<file path="config.mk">
export PLATFORM = sky130hd
export DESIGN_NAME = sd_rd_sequencer
export DESIGN_NICKNAME = d
export VERILOG_FILES = /design/src/rtl/sd_pkg.sv /design/src/rtl/sd_cmd_issue.sv /design/src/rtl/sd_rd_sequencer.sv
export SDC_FILE = /design/constraint.sdc
export NUM_CORES = 1
export LEC_CHECK = 0
export CAP_MARGIN = 0
export CORE_UTILIZATION = 49
export DETAILED_ROUTE_END_ITERATION = 10
export PLACE_DENSITY = 0.89
export SYNTH_ARGS = -nofsm -noshare
export SYNTH_HDL_FRONTEND = slang
export SYNTH_SLANG_ARGS = --single-unit
</file>
<file path="constraint.sdc">
create_clock -name clk -period 4.9 [get_ports clk]
set_input_delay 0.98 -clock clk [delete_from_list [all_inputs] [get_ports clk]]
set_output_delay 0.98 -clock clk [all_outputs]
set_load 0.01 [all_outputs]
</file>
<file path="src/rtl/sd_pkg.sv">
// sd_pkg: shared SD host definitions.
// Holds the SD command indices used by the read sequencer, the final status
// codes reported to software, the status encodings returned by sd_data_rx,
// and a helper that builds the CMD23 block-count argument.
package sd_pkg;

  // SD command indices
  localparam logic [5:0] SD_CMD_STOP        = 6'd12;
  localparam logic [5:0] SD_CMD_READ_SINGLE = 6'd17;
  localparam logic [5:0] SD_CMD_READ_MULTI  = 6'd18;
  localparam logic [5:0] SD_CMD_SET_COUNT   = 6'd23;

  // Final status codes reported with the completion interrupt
  localparam logic [2:0] FINAL_OK         = 3'd0;
  localparam logic [2:0] FINAL_RX_TIMEOUT = 3'd1;
  localparam logic [2:0] FINAL_END_BIT    = 3'd2;
  localparam logic [2:0] FINAL_CRC        = 3'd3;
  localparam logic [2:0] FINAL_CMD_ERR    = 3'd4;

  // Status encodings returned by sd_data_rx
  localparam logic [1:0] RX_OK      = 2'd0;
  localparam logic [1:0] RX_TIMEOUT = 2'd1;
  localparam logic [1:0] RX_END_BIT = 2'd2;
  localparam logic [1:0] RX_CRC     = 2'd3;

  // CMD23 wants the real block count. The add is done in 17 bits so a
  // request of 0xFFFF blocks-minus-one becomes 0x10000 rather than wrapping.
  function automatic logic [31:0] setCountArg(input logic [15:0] blocksM1);
    return {15'b0, ({1'b0, blocksM1} + 17'd1)};
  endfunction

endpackage

</file>
<file path="src/rtl/sd_cmd_issue.sv">
// sd_cmd_issue: valid/accept/done tracker for one command-engine request.
// Ports:
//   clk, reset           clock, asynchronous active-high reset
//   start_i              one-cycle pulse: launch a command with index_i/arg_i
//   index_i, arg_i       command index and argument captured on start_i
//   cmd_accept_i         engine has taken the request
//   cmd_done_i           engine reports the response
//   cmd_valid_o          registered request, held until accepted
//   cmd_index_o          registered command index
//   cmd_arg_o            registered command argument
//   done_o               cmd_done_i qualified by a prior or same-cycle accept
module sd_cmd_issue (
  input  logic        clk,
  input  logic        reset,
  input  logic        start_i,
  input  logic [5:0]  index_i,
  input  logic [31:0] arg_i,
  input  logic        cmd_accept_i,
  input  logic        cmd_done_i,
  output logic        cmd_valid_o,
  output logic [5:0]  cmd_index_o,
  output logic [31:0] cmd_arg_o,
  output logic        done_o
);

  logic        valid_q, valid_d;
  logic        accepted_q, accepted_d;
  logic [5:0]  index_q, index_d;
  logic [31:0] arg_q, arg_d;
  logic        acceptNow;

  assign acceptNow   = valid_q && cmd_accept_i;
  // A response may land in the same cycle as the accept.
  assign done_o      = cmd_done_i && (accepted_q || acceptNow);
  assign cmd_valid_o = valid_q;
  assign cmd_index_o = index_q;
  assign cmd_arg_o   = arg_q;

  // Next-state: a start loads a fresh request; otherwise track accept and
  // forget the accept once its done has been consumed so a stray done on the
  // next command's first cycle is not honoured.
  always_comb begin
    valid_d    = valid_q;
    accepted_d = accepted_q;
    index_d    = index_q;
    arg_d      = arg_q;
    if (start_i) begin
      valid_d    = 1'b1;
      accepted_d = 1'b0;
      index_d    = index_i;
      arg_d      = arg_i;
    end else begin
      if (acceptNow) begin
        valid_d    = 1'b0;
        accepted_d = 1'b1;
      end
      if (done_o) begin
        accepted_d = 1'b0;
      end
    end
  end

  // Request registers
  always_ff @(posedge clk or posedge reset) begin
    if (reset) begin
      valid_q    <= 1'b0;
      accepted_q <= 1'b0;
      index_q    <= 6'd0;
      arg_q      <= 32'd0;
    end else begin
      valid_q    <= valid_d;
      accepted_q <= accepted_d;
      index_q    <= index_d;
      arg_q      <= arg_d;
    end
  end

endmodule

</file>
<file path="src/rtl/sd_rd_sequencer.sv">
// sd_rd_sequencer: runs a complete SD block read for software.
// Issues CMD23/CMD17/CMD18/CMD12 through the command engine, arms sd_data_rx
// with rx_pending/rx_trigger, collects the RX completion and retries failed
// attempts up to MAX_RETRIES extra times, then raises one interrupt.
// Ports:
//   clk, reset                     clock, asynchronous active-high reset
//   req_valid/lba/blocks_m1/words_len  software request (ignored while busy)
//   busy, done_irq, irq_clear      request status and level interrupt
//   final_status, retries_used     result of the last request
//   cmd_valid/index/arg            command request to the command engine
//   cmd_accept/done/err            command engine handshake and response
//   rx_pending, rx_trigger         arming of sd_data_rx
//   rx_words_len, rx_blocks_len_m1 latched transfer geometry for sd_data_rx
//   rx_status, rx_ack              RX completion status and toggle
module sd_rd_sequencer #(
  parameter int unsigned MAX_RETRIES = 3
) (
  input  logic        clk,
  input  logic        reset,
  input  logic        req_valid,
  input  logic [31:0] req_lba,
  input  logic [15:0] req_blocks_m1,
  input  logic [7:0]  req_words_len,
  output logic        busy,
  output logic        done_irq,
  input  logic        irq_clear,
  output logic [2:0]  final_status,
  output logic [1:0]  retries_used,
  output logic        cmd_valid,
  output logic [5:0]  cmd_index,
  output logic [31:0] cmd_arg,
  input  logic        cmd_accept,
  input  logic        cmd_done,
  input  logic        cmd_err,
  output logic        rx_pending,
  output logic        rx_trigger,
  output logic [7:0]  rx_words_len,
  output logic [15:0] rx_blocks_len_m1,
  input  logic [1:0]  rx_status,
  input  logic        rx_ack
);
  import sd_pkg::*;

  localparam logic [1:0] MaxRetries = 2'(MAX_RETRIES);

  typedef enum logic [3:0] {
    S_IDLE, S_SETCNT, S_ARM, S_CMD_RD, S_WAIT_RX,
    S_STOP, S_RETRY, S_FAIL_CMD, S_DONE
  } state_t;

  state_t      state_q, state_d;
  logic        entry_q;
  logic        busy_q, busy_d;
  logic        doneIrq_q, doneIrq_d;
  logic [2:0]  finalStatus_q, finalStatus_d;
  logic [1:0]  retriesUsed_q, retriesUsed_d;
  logic        rxPending_q, rxPending_d;
  logic        rxTrigger_q, rxTrigger_d;
  logic [31:0] lba_q, lba_d;
  logic [15:0] blocksM1_q, blocksM1_d;
  logic [7:0]  wordsLen_q, wordsLen_d;
  logic [1:0]  retryCnt_q, retryCnt_d;
  logic        ackSeen_q, ackSeen_d;
  logic [1:0]  rxStatus_q, rxStatus_d;
  logic [2:0]  pendStatus_q, pendStatus_d;

  logic        multiBlk;
  logic        cmdStart;
  logic        cmdDoneOk;
  logic [5:0]  issueIndex;
  logic [31:0] issueArg;

  assign multiBlk = (blocksM1_q != 16'd0);

  // Commands launch on the first cycle spent in a command state, so
  // cmd_valid appears one cycle after the state is entered.
  assign cmdStart = entry_q &&
                    ((state_q == S_SETCNT) || (state_q == S_CMD_RD) || (state_q == S_STOP));

  // Select the command the current state wants to send.
  always_comb begin
    issueIndex = 6'd0;
    issueArg   = 32'd0;
    case (state_q)
      S_SETCNT: begin
        issueIndex = SD_CMD_SET_COUNT;
        issueArg   = setCountArg(blocksM1_q);
      end
      S_CMD_RD: begin
        issueIndex = multiBlk ? SD_CMD_READ_MULTI : SD_CMD_READ_SINGLE;
        issueArg   = lba_q;
      end
      S_STOP: begin
        issueIndex = SD_CMD_STOP;
        issueArg   = 32'd0;
      end
      default: ;
    endcase
  end

  sd_cmd_issue u_cmdIssue (
    .clk          (clk),
    .reset        (reset),
    .start_i      (cmdStart),
    .index_i      (issueIndex),
    .arg_i        (issueArg),
    .cmd_accept_i (cmd_accept),
    .cmd_done_i   (cmd_done),
    .cmd_valid_o  (cmd_valid),
    .cmd_index_o  (cmd_index),
    .cmd_arg_o    (cmd_arg),
    .done_o       (cmdDoneOk)
  );

  // Sequencer next-state and registered-output logic.
  always_comb begin
    state_d       = state_q;
    busy_d        = busy_q;
    doneIrq_d     = doneIrq_q;
    finalStatus_d = finalStatus_q;
    retriesUsed_d = retriesUsed_q;
    rxPending_d   = rxPending_q;
    rxTrigger_d   = 1'b0;
    lba_d         = lba_q;
    blocksM1_d    = blocksM1_q;
    wordsLen_d    = wordsLen_q;
    retryCnt_d    = retryCnt_q;
    ackSeen_d     = ackSeen_q;
    rxStatus_d    = rxStatus_q;
    pendStatus_d  = pendStatus_q;

    if (irq_clear) begin
      doneIrq_d = 1'b0;
    end

    case (state_q)
      S_IDLE: begin
        if (req_valid) begin
          lba_d      = req_lba;
          blocksM1_d = req_blocks_m1;
          wordsLen_d = req_words_len;
          retryCnt_d = 2'd0;
          busy_d     = 1'b1;
          state_d    = (req_blocks_m1 != 16'd0) ? S_SETCNT : S_ARM;
        end
      end
      S_SETCNT: begin
        if (cmdDoneOk) begin
          state_d = cmd_err ? S_FAIL_CMD : S_ARM;
        end
      end
      S_ARM: begin
        rxPending_d = 1'b1;
        state_d     = S_CMD_RD;
      end
      S_CMD_RD: begin
        if (cmdDoneOk) begin
          if (cmd_err) begin
            rxPending_d = 1'b0;
            state_d     = S_FAIL_CMD;
          end else begin
            rxTrigger_d = 1'b1;
            state_d     = S_WAIT_RX;
          end
        end
      end
      S_WAIT_RX: begin
        // rx_ack is a toggle; any difference from the last seen level is a
        // new completion.
        if (rx_ack != ackSeen_q) begin
          ackSeen_d   = rx_ack;
          rxStatus_d  = rx_status;
          rxPending_d = 1'b0;
          if (rx_status == RX_OK) begin
            pendStatus_d = FINAL_OK;
            state_d      = S_DONE;
          end else begin
            state_d = multiBlk ? S_STOP : S_RETRY;
          end
        end
      end
      S_STOP: begin
        // The stop response is only used as a pacing point; errors on it do
        // not change the outcome of the attempt.
        if (cmdDoneOk) begin
          state_d = S_RETRY;
        end
      end
      S_RETRY, S_FAIL_CMD: begin
        if (retryCnt_q < MaxRetries) begin
          retryCnt_d = retryCnt_q + 2'd1;
          state_d    = multiBlk ? S_SETCNT : S_ARM;
        end else begin
          pendStatus_d = (state_q == S_FAIL_CMD) ? FINAL_CMD_ERR : {1'b0, rxStatus_q};
          state_d      = S_DONE;
        end
      end
      S_DONE: begin
        // Setting the interrupt here overrides a coincident irq_clear.
        finalStatus_d = pendStatus_q;
        retriesUsed_d = retryCnt_q;
        doneIrq_d     = 1'b1;
        busy_d        = 1'b0;
        state_d       = S_IDLE;
      end
      default: state_d = S_IDLE;
    endcase
  end

  // State and datapath registers.
  always_ff @(posedge clk or posedge reset) begin
    if (reset) begin
      state_q       <= S_IDLE;
      entry_q       <= 1'b0;
      busy_q        <= 1'b0;
      doneIrq_q     <= 1'b0;
      finalStatus_q <= 3'd0;
      retriesUsed_q <= 2'd0;
      rxPending_q   <= 1'b0;
      rxTrigger_q   <= 1'b0;
      lba_q         <= 32'd0;
      blocksM1_q    <= 16'd0;
      wordsLen_q    <= 8'd0;
      retryCnt_q    <= 2'd0;
      ackSeen_q     <= 1'b0;
      rxStatus_q    <= 2'd0;
      pendStatus_q  <= 3'd0;
    end else begin
      state_q       <= state_d;
      entry_q       <= (state_d != state_q);
      busy_q        <= busy_d;
      doneIrq_q     <= doneIrq_d;
      finalStatus_q <= finalStatus_d;
      retriesUsed_q <= retriesUsed_d;
      rxPending_q   <= rxPending_d;
      rxTrigger_q   <= rxTrigger_d;
      lba_q         <= lba_d;
      blocksM1_q    <= blocksM1_d;
      wordsLen_q    <= wordsLen_d;
      retryCnt_q    <= retryCnt_d;
      ackSeen_q     <= ackSeen_d;
      rxStatus_q    <= rxStatus_d;
      pendStatus_q  <= pendStatus_d;
    end
  end

  assign busy             = busy_q;
  assign done_irq         = doneIrq_q;
  assign final_status     = finalStatus_q;
  assign retries_used     = retriesUsed_q;
  assign rx_pending       = rxPending_q;
  assign rx_trigger       = rxTrigger_q;
  assign rx_words_len     = wordsLen_q;
  assign rx_blocks_len_m1 = blocksM1_q;

endmodule
</file>
=== Word-level counts from Yosys, hierarchy flattened ===
Cells that the tools add are included.

* Register bits: 118
* Output and inout bits: 72

* Add/subtract/negate cells: 2
* Magnitude comparators: 1
* Equal/unequal tests: 17
* Mux-type cells: 40
* Reductions and logical operators: 24

{| class="wikitable"
|+ Operator list
! operator !! number
|-
| $pmux W32 S2 || 1
|-
| $reduce_bool A16 Y1 || 2
|-
| $mux W4 || 7
|-
| $pmux W4 S7 || 1
|-
| $add A16 B1 Y17 const B || 1
|-
| $eq A4 B3 Y1 const B || 4
|-
| $mux W3 || 5
|-
| $pmux W5 S3 || 1
|-
| $mux W1 || 14
|-
| $mux W2 || 7
|-
| $ne A2 B2 Y1 const B || 7
|-
| $reduce_bool A2 Y1 || 5
|-
| $eq A4 B2 Y1 const B || 2
|-
| $reduce_and A4 Y1 || 2
|-
| $pmux W3 S2 || 1
|-
| $reduce_and A2 Y1 || 3
|-
| $reduce_bool A3 Y1 || 2
|-
| $eq A4 B1 Y1 const B || 1
|-
| $eq A4 B4 Y1 const B || 1
|-
| $logic_not A4 Y1 || 1
|-
| $ne A4 B4 Y1 || 1
|-
| $pmux W2 S2 || 1
|-
| $logic_and A1 B1 Y1 || 3
|-
| $logic_or A1 B1 Y1 || 3
|-
| other kinds (8) || 8
|}

=== Depth between registers and ports, before layout ===
* Depth after elaboration: 6
* Depth in mapped cells: 8
* Mapped depth without buffers: 7

=== By module ===
Synthesis repeated with hierarchy kept, for this count alone.

* Cells, all modules: 429
* Area total of the unflattened synthesis: 5371.4 um^2

{| class="wikitable"
|+ Modules (own cells, without submodules)
! module !! times used !! cells an instance !! area each (um^2) !! seq. area each (um^2)
|-
| sd_rd_sequencer || 1 || 341 || 3866.2 || 1951.9
|-
| sd_cmd_issue || 1 || 88 || 1505.2 || 1001.0
|}

=== Worst setup path before layout ===
OpenSTA, ideal clock, no wires.

* Kind: input to register
* Start point: input rx_status[1]
* End point: register entry_q
* Setup time: 0.144 ns
* Arrival: 1.905 ns
* Setup slack: 2.851 ns
* Stages on the path: 5
* Path buffers: 0
* Path through: or2_2 a31oi_1 o221ai_1 o21ai_0 o2111ai_1

* Cells in the longest elaborated chain, start to end: 5

{| class="wikitable"
|+ Ends and longest elaborated chain
! item !! line !! text
|-
| from (decl) || sd_rd_sequencer.sv:39 || <nowiki>input logic [1:0] rx_status,</nowiki>
|-
| $logic_not A2 Y1 || sd_rd_sequencer.sv:174 || <nowiki>if (rx_status == RX_OK) begin</nowiki>
|-
| $mux W4 || sd_rd_sequencer.sv:174 ||
|-
| $mux W4 || sd_rd_sequencer.sv:170 || <nowiki>if (rx_ack != ackSeen_q) begin</nowiki>
|-
| $pmux W4 S7 || sd_rd_sequencer.sv:136 || <nowiki>case (state_q)</nowiki>
|-
| $ne A4 B4 Y1 || sd_rd_sequencer.sv:230 || <nowiki>entry_q <= (state_d != state_q);</nowiki>
|-
| to (signal assigned) || sd_rd_sequencer.sv:230 ||
|-
| to (decl) || sd_rd_sequencer.sv:52 || <nowiki>logic entry_q;</nowiki>
|}

Every way passes these cells.
A chain may end at the register's enable or synchronous reset.

=== Worst setup path in the final report ===
* Start point: register state_q[0]
* End point: register u_cmdIssue.arg_q[14], in the netlist u_cmdIssue.cmd_arg_o[14]

* Cells in the longest elaborated chain, start to end: 4

{| class="wikitable"
|+ Ends and longest elaborated chain
! item !! line !! text
|-
| from (decl) || sd_rd_sequencer.sv:51 || <nowiki>state_t state_q, state_d;</nowiki>
|-
| from (signal assigned) || sd_rd_sequencer.sv:229 || <nowiki>state_q <= state_d;</nowiki>
|-
| $eq A4 B1 Y1 / $eq A4 B2 Y1 (equally long branches) || sd_rd_sequencer.sv:78, sd_rd_sequencer.sv:84 ||
|-
| $logic_or A1 B1 Y1 (2 in a row) || sd_rd_sequencer.sv:78 || <nowiki>((state_q == S_SETCNT) || (state_q == S_CMD_RD) || (state_q == S_STOP));</nowiki>
|-
| $logic_and A1 B1 Y1 || sd_rd_sequencer.sv:77 || <nowiki>assign cmdStart = entry_q &&</nowiki>
|-
| to (signal assigned) || sd_cmd_issue.sv:74 || <nowiki>arg_q <= arg_d;</nowiki>
|-
| to (decl) || sd_cmd_issue.sv:29 || <nowiki>logic [31:0] arg_q, arg_d;</nowiki>
|}

Several ways; a longest one is shown, not always the timed one.

==> flow_summary.toml <==
[outcome]
status = "finished, final reports clean"

[final_layout]
area_growth_pct = 35.7
nFillCells = 787
multiInputGateArea_um2 = 2130
final_nets = 737
drive_gt1_frac = 0.0884
regArea_um2 = 2930
antennaDiodeCount = 0

[critical_path]
rrSetupSlack_ns = 2.28
cpPeakStageDelay_ns = 0.81
cp.required_ns = 5.34
crit_chain = "nand3b_1 -> nand2b_2 -> nor2_8 -> a22oi_1 -> o21ai_0"
rr_endpoint = "u_cmdIssue.cmd_arg_o[14]"
reg2reg_depth = 5
cp-end-kind = "flop"
crit_fanout = 42
crit_path_start_kind = "flop"
crit_arrival_ns = 3.06
crit_slowest_cell = "dfrtp_1"
r2r_start = "state_q[0]"
crit_type = "reg -> reg"

[clock_network]
cts_tree = "yes"
cts_resized = 0
clock_latency_ns = 0.52
clockBufferDepth = 2
root_buffer = "clkbuf_8"
cts_buffers = 17
hold_buffers = 0
cts_max_level = 4
cts_setup_buffers = 0
path_clk_slew_ns = 0.06
cts_sinks = 117

[detailed_routing]
drt_iter0_markers = 296
dr.pass1.iters = 5
vias_per_cell = 5.61
routed_wl_mm = 14.0
wl_per_cell_um = 17.2
num_vias = 4575
drc_errors = 0
ant_nets = 0

[synth]
yosys_warnings = 0
synth-edff-count = 0
synth_commonest_cells = "nand2_1, dfrtp_1, nor2_1"
syn-num-nets = 611
syn_area_per_cell_um2 = 9.85
yosys.cell_types.count = 57
syn_area_um2 = 5340
synth-main-ff-cell = "dfrtp_1"
synthCells = 542
yosysMostFrequentCell = "nand2_1"
ys_async_sr_fraction = 1.00
synth-seq-cells = 117
yosys-top-cells-area = "dfrtp_1, nand2_1, nor2_1"
ys_seq_area_frac = 0.548
synth_top_cell_by_area = "dfrtp_1"
yosysTopAreaCellShare = 0.548

[floorplanning]
initial_utilization = 0.510
dieWidth_um = 106
die_area_um2 = 11300
core-area_um2 = 10500
fp.dieH_um = 106
ioPinCount = 138
rows = 37

[sta]
fin_tns_setup_ns = 0
fmax_mhz = 382
hold_ws_ns = 0.479
worstMarginPinSlew_ns = 1.10
setup_viol_count_final = 0
rsz0062_at_grt = "false"
slew_viol_final = 0
slew_headroom = 0.268
fin_crit_ns = 2.62
period_share = 0.535
hold_viol = 0
clock_skew_ns = 0.0128

[global_routing]
grt.total_usage = 0.265
antenna_found_initial = 0
overflow = 0
grt_first_pass_wirelength_mm = 23.0
grt_max_degree = 69
grt_pass1_vias = 4699

[hold_path]
whs_path_depth = 2
min_path_type = "reg -> reg"
hp-start = "rx_words_len[3]"
hold_path_end = "rx_words_len[3]"

[power_and_ir_drop]
ir_drop_mv = 0.282
p_leak_nw = 3.36
pwr_density_cell_nw_per_um2 = 648

[placement]
port_buffers = 136
gp_congestion = 0.863
hpwl_mm = 9.34

[job]
drv_cap = 0
==> metrics by stage <==
| step | total power [W] | utilization | instances | setup WS [ns] | instance area [µm²] |
|---|---|---|---|---|---|
| 2_1_floorplan | 0.00268 | - | 542 | 0.819 | 5340 |
| 3_3_place_gp | 0.00334 | 0.635 | 785 | 1.96 | 6650 |
| 3_5_place_dp | 0.00342 | 0.635 | 785 | 1.94 | 6650 |
| 4_1_cts | 0.00470 | 0.693 | 815 | 2.30 | 7250 |
| 5_1_grt | 0.00496 | 0.693 | 815 | 2.08 | 7250 |
| 6_report | 0.00469 | 0.693 | 815 | 2.28 | 7250 |
==> routing by layer <==
metal | routed length (µm) | part of all wire | vias up | global-route usage
li1 | - | - | 2083 | -
met1 | 5650 | 0.40 | 2260 | 0.330
met2 | 7000 | 0.50 | 202 | 0.440
met3 | 990 | 0.071 | 30 | 0.0650
met4 | 348 | 0.025 | 0 | 0.112
met5 | 0 | 0 | - | 0
==> worst max-delay path by stage <==
| stage | start | end | slack [ns] | depth (start not counted) |
|---|---|---|---|---|
| detailed placement | req_valid | retryCnt_q[0] | 1.94 | 4 |
| global placement | req_valid | retryCnt_q[0] | 1.96 | 4 |
| finish | state_q[0] | u_cmdIssue.cmd_arg_o[14] | 2.28 | 5 |
| floorplan | reset | ackSeen_q | 0.82 | 1 |
| global route | state_q[0] | u_cmdIssue.cmd_arg_o[14] | 2.08 | 5 |
| CTS | rx_blocks_len_m1[11] | rx_blocks_len_m1[11] | 2.30 | 1 |
==> cells in the final DEF, fill, tap and decap left out, types with 3 or more instances in the layout <==
cell	count
a211oi_1	3
a22o_1	16
buf_4	3
ha_1	3
mux2_2	9
and3_1	4
nand3_1	5
a21o_1	5
dfrtp_1	117
and4_1	3
clkbuf_8	5
nor3_1	7
nor2_1	40
nand4_1	4
clkdlybuf4s50_1	136
xor2_1	9
inv_1	7
nor4b_4	3
xnor2_1	4
nand2_1	188
clkbuf_16	16
a221oi_1	13
o21ai_1	6
nor4_1	5
bufinv_16	3
o21ai_0	15
a21oi_1	3
==> sequential cells by signal, summed over array words and instances, names as in the netlist, 2 cells and up <==
register / cells
final_status: 3
lba_q: 32
pendStatus_q: 3
retries_used: 2
retryCnt_q: 2
rxStatus_q: 2
rx_blocks_len_m1: 16
rx_words_len: 8
state_q: 4
u_cmdIssue.cmd_arg_o: 32
u_cmdIssue.cmd_index_o: 5
==> critical path, delay by kind of cell (launching register included) <==
kind,cells,cell delay (ns)
compound gates,2,0.25
flops,1,0.81
simple gates,3,1.47
==> area by class of cell <==
cell class	count	area share
clock buffer	22	0.0653
clock inverter	8	0.0171
inverter	9	0.00501
multi-input combinational	384	0.294
sequential	117	0.404
tap	136	0.0235
timing repair buffer	139	0.191
==> cells by family (layout without fill, tap and decap cells) <==
group           count (synthesis)  in the layout  share of synthesized area
simple gates                  281            281                      0.243
fa+ha+maj                       3              3                    0.00703
compound gates                 77             77                      0.106
mux                             9              9                     0.0190
flops                         117            117                      0.548
buf+inv                        41            178                     0.0539
xor+xnor                       13             13                     0.0213
other cells                     1              1                   0.000702
==> power by group <==
part / internal [W] / switching (W)
Combinational: 0.000836 / 0.000861
Sequential: 0.00137 / 0.000384
Clock: 0.000821 / 0.000424
Total: 0.00302 / 0.00167
(Power assumes the default switching activity.)
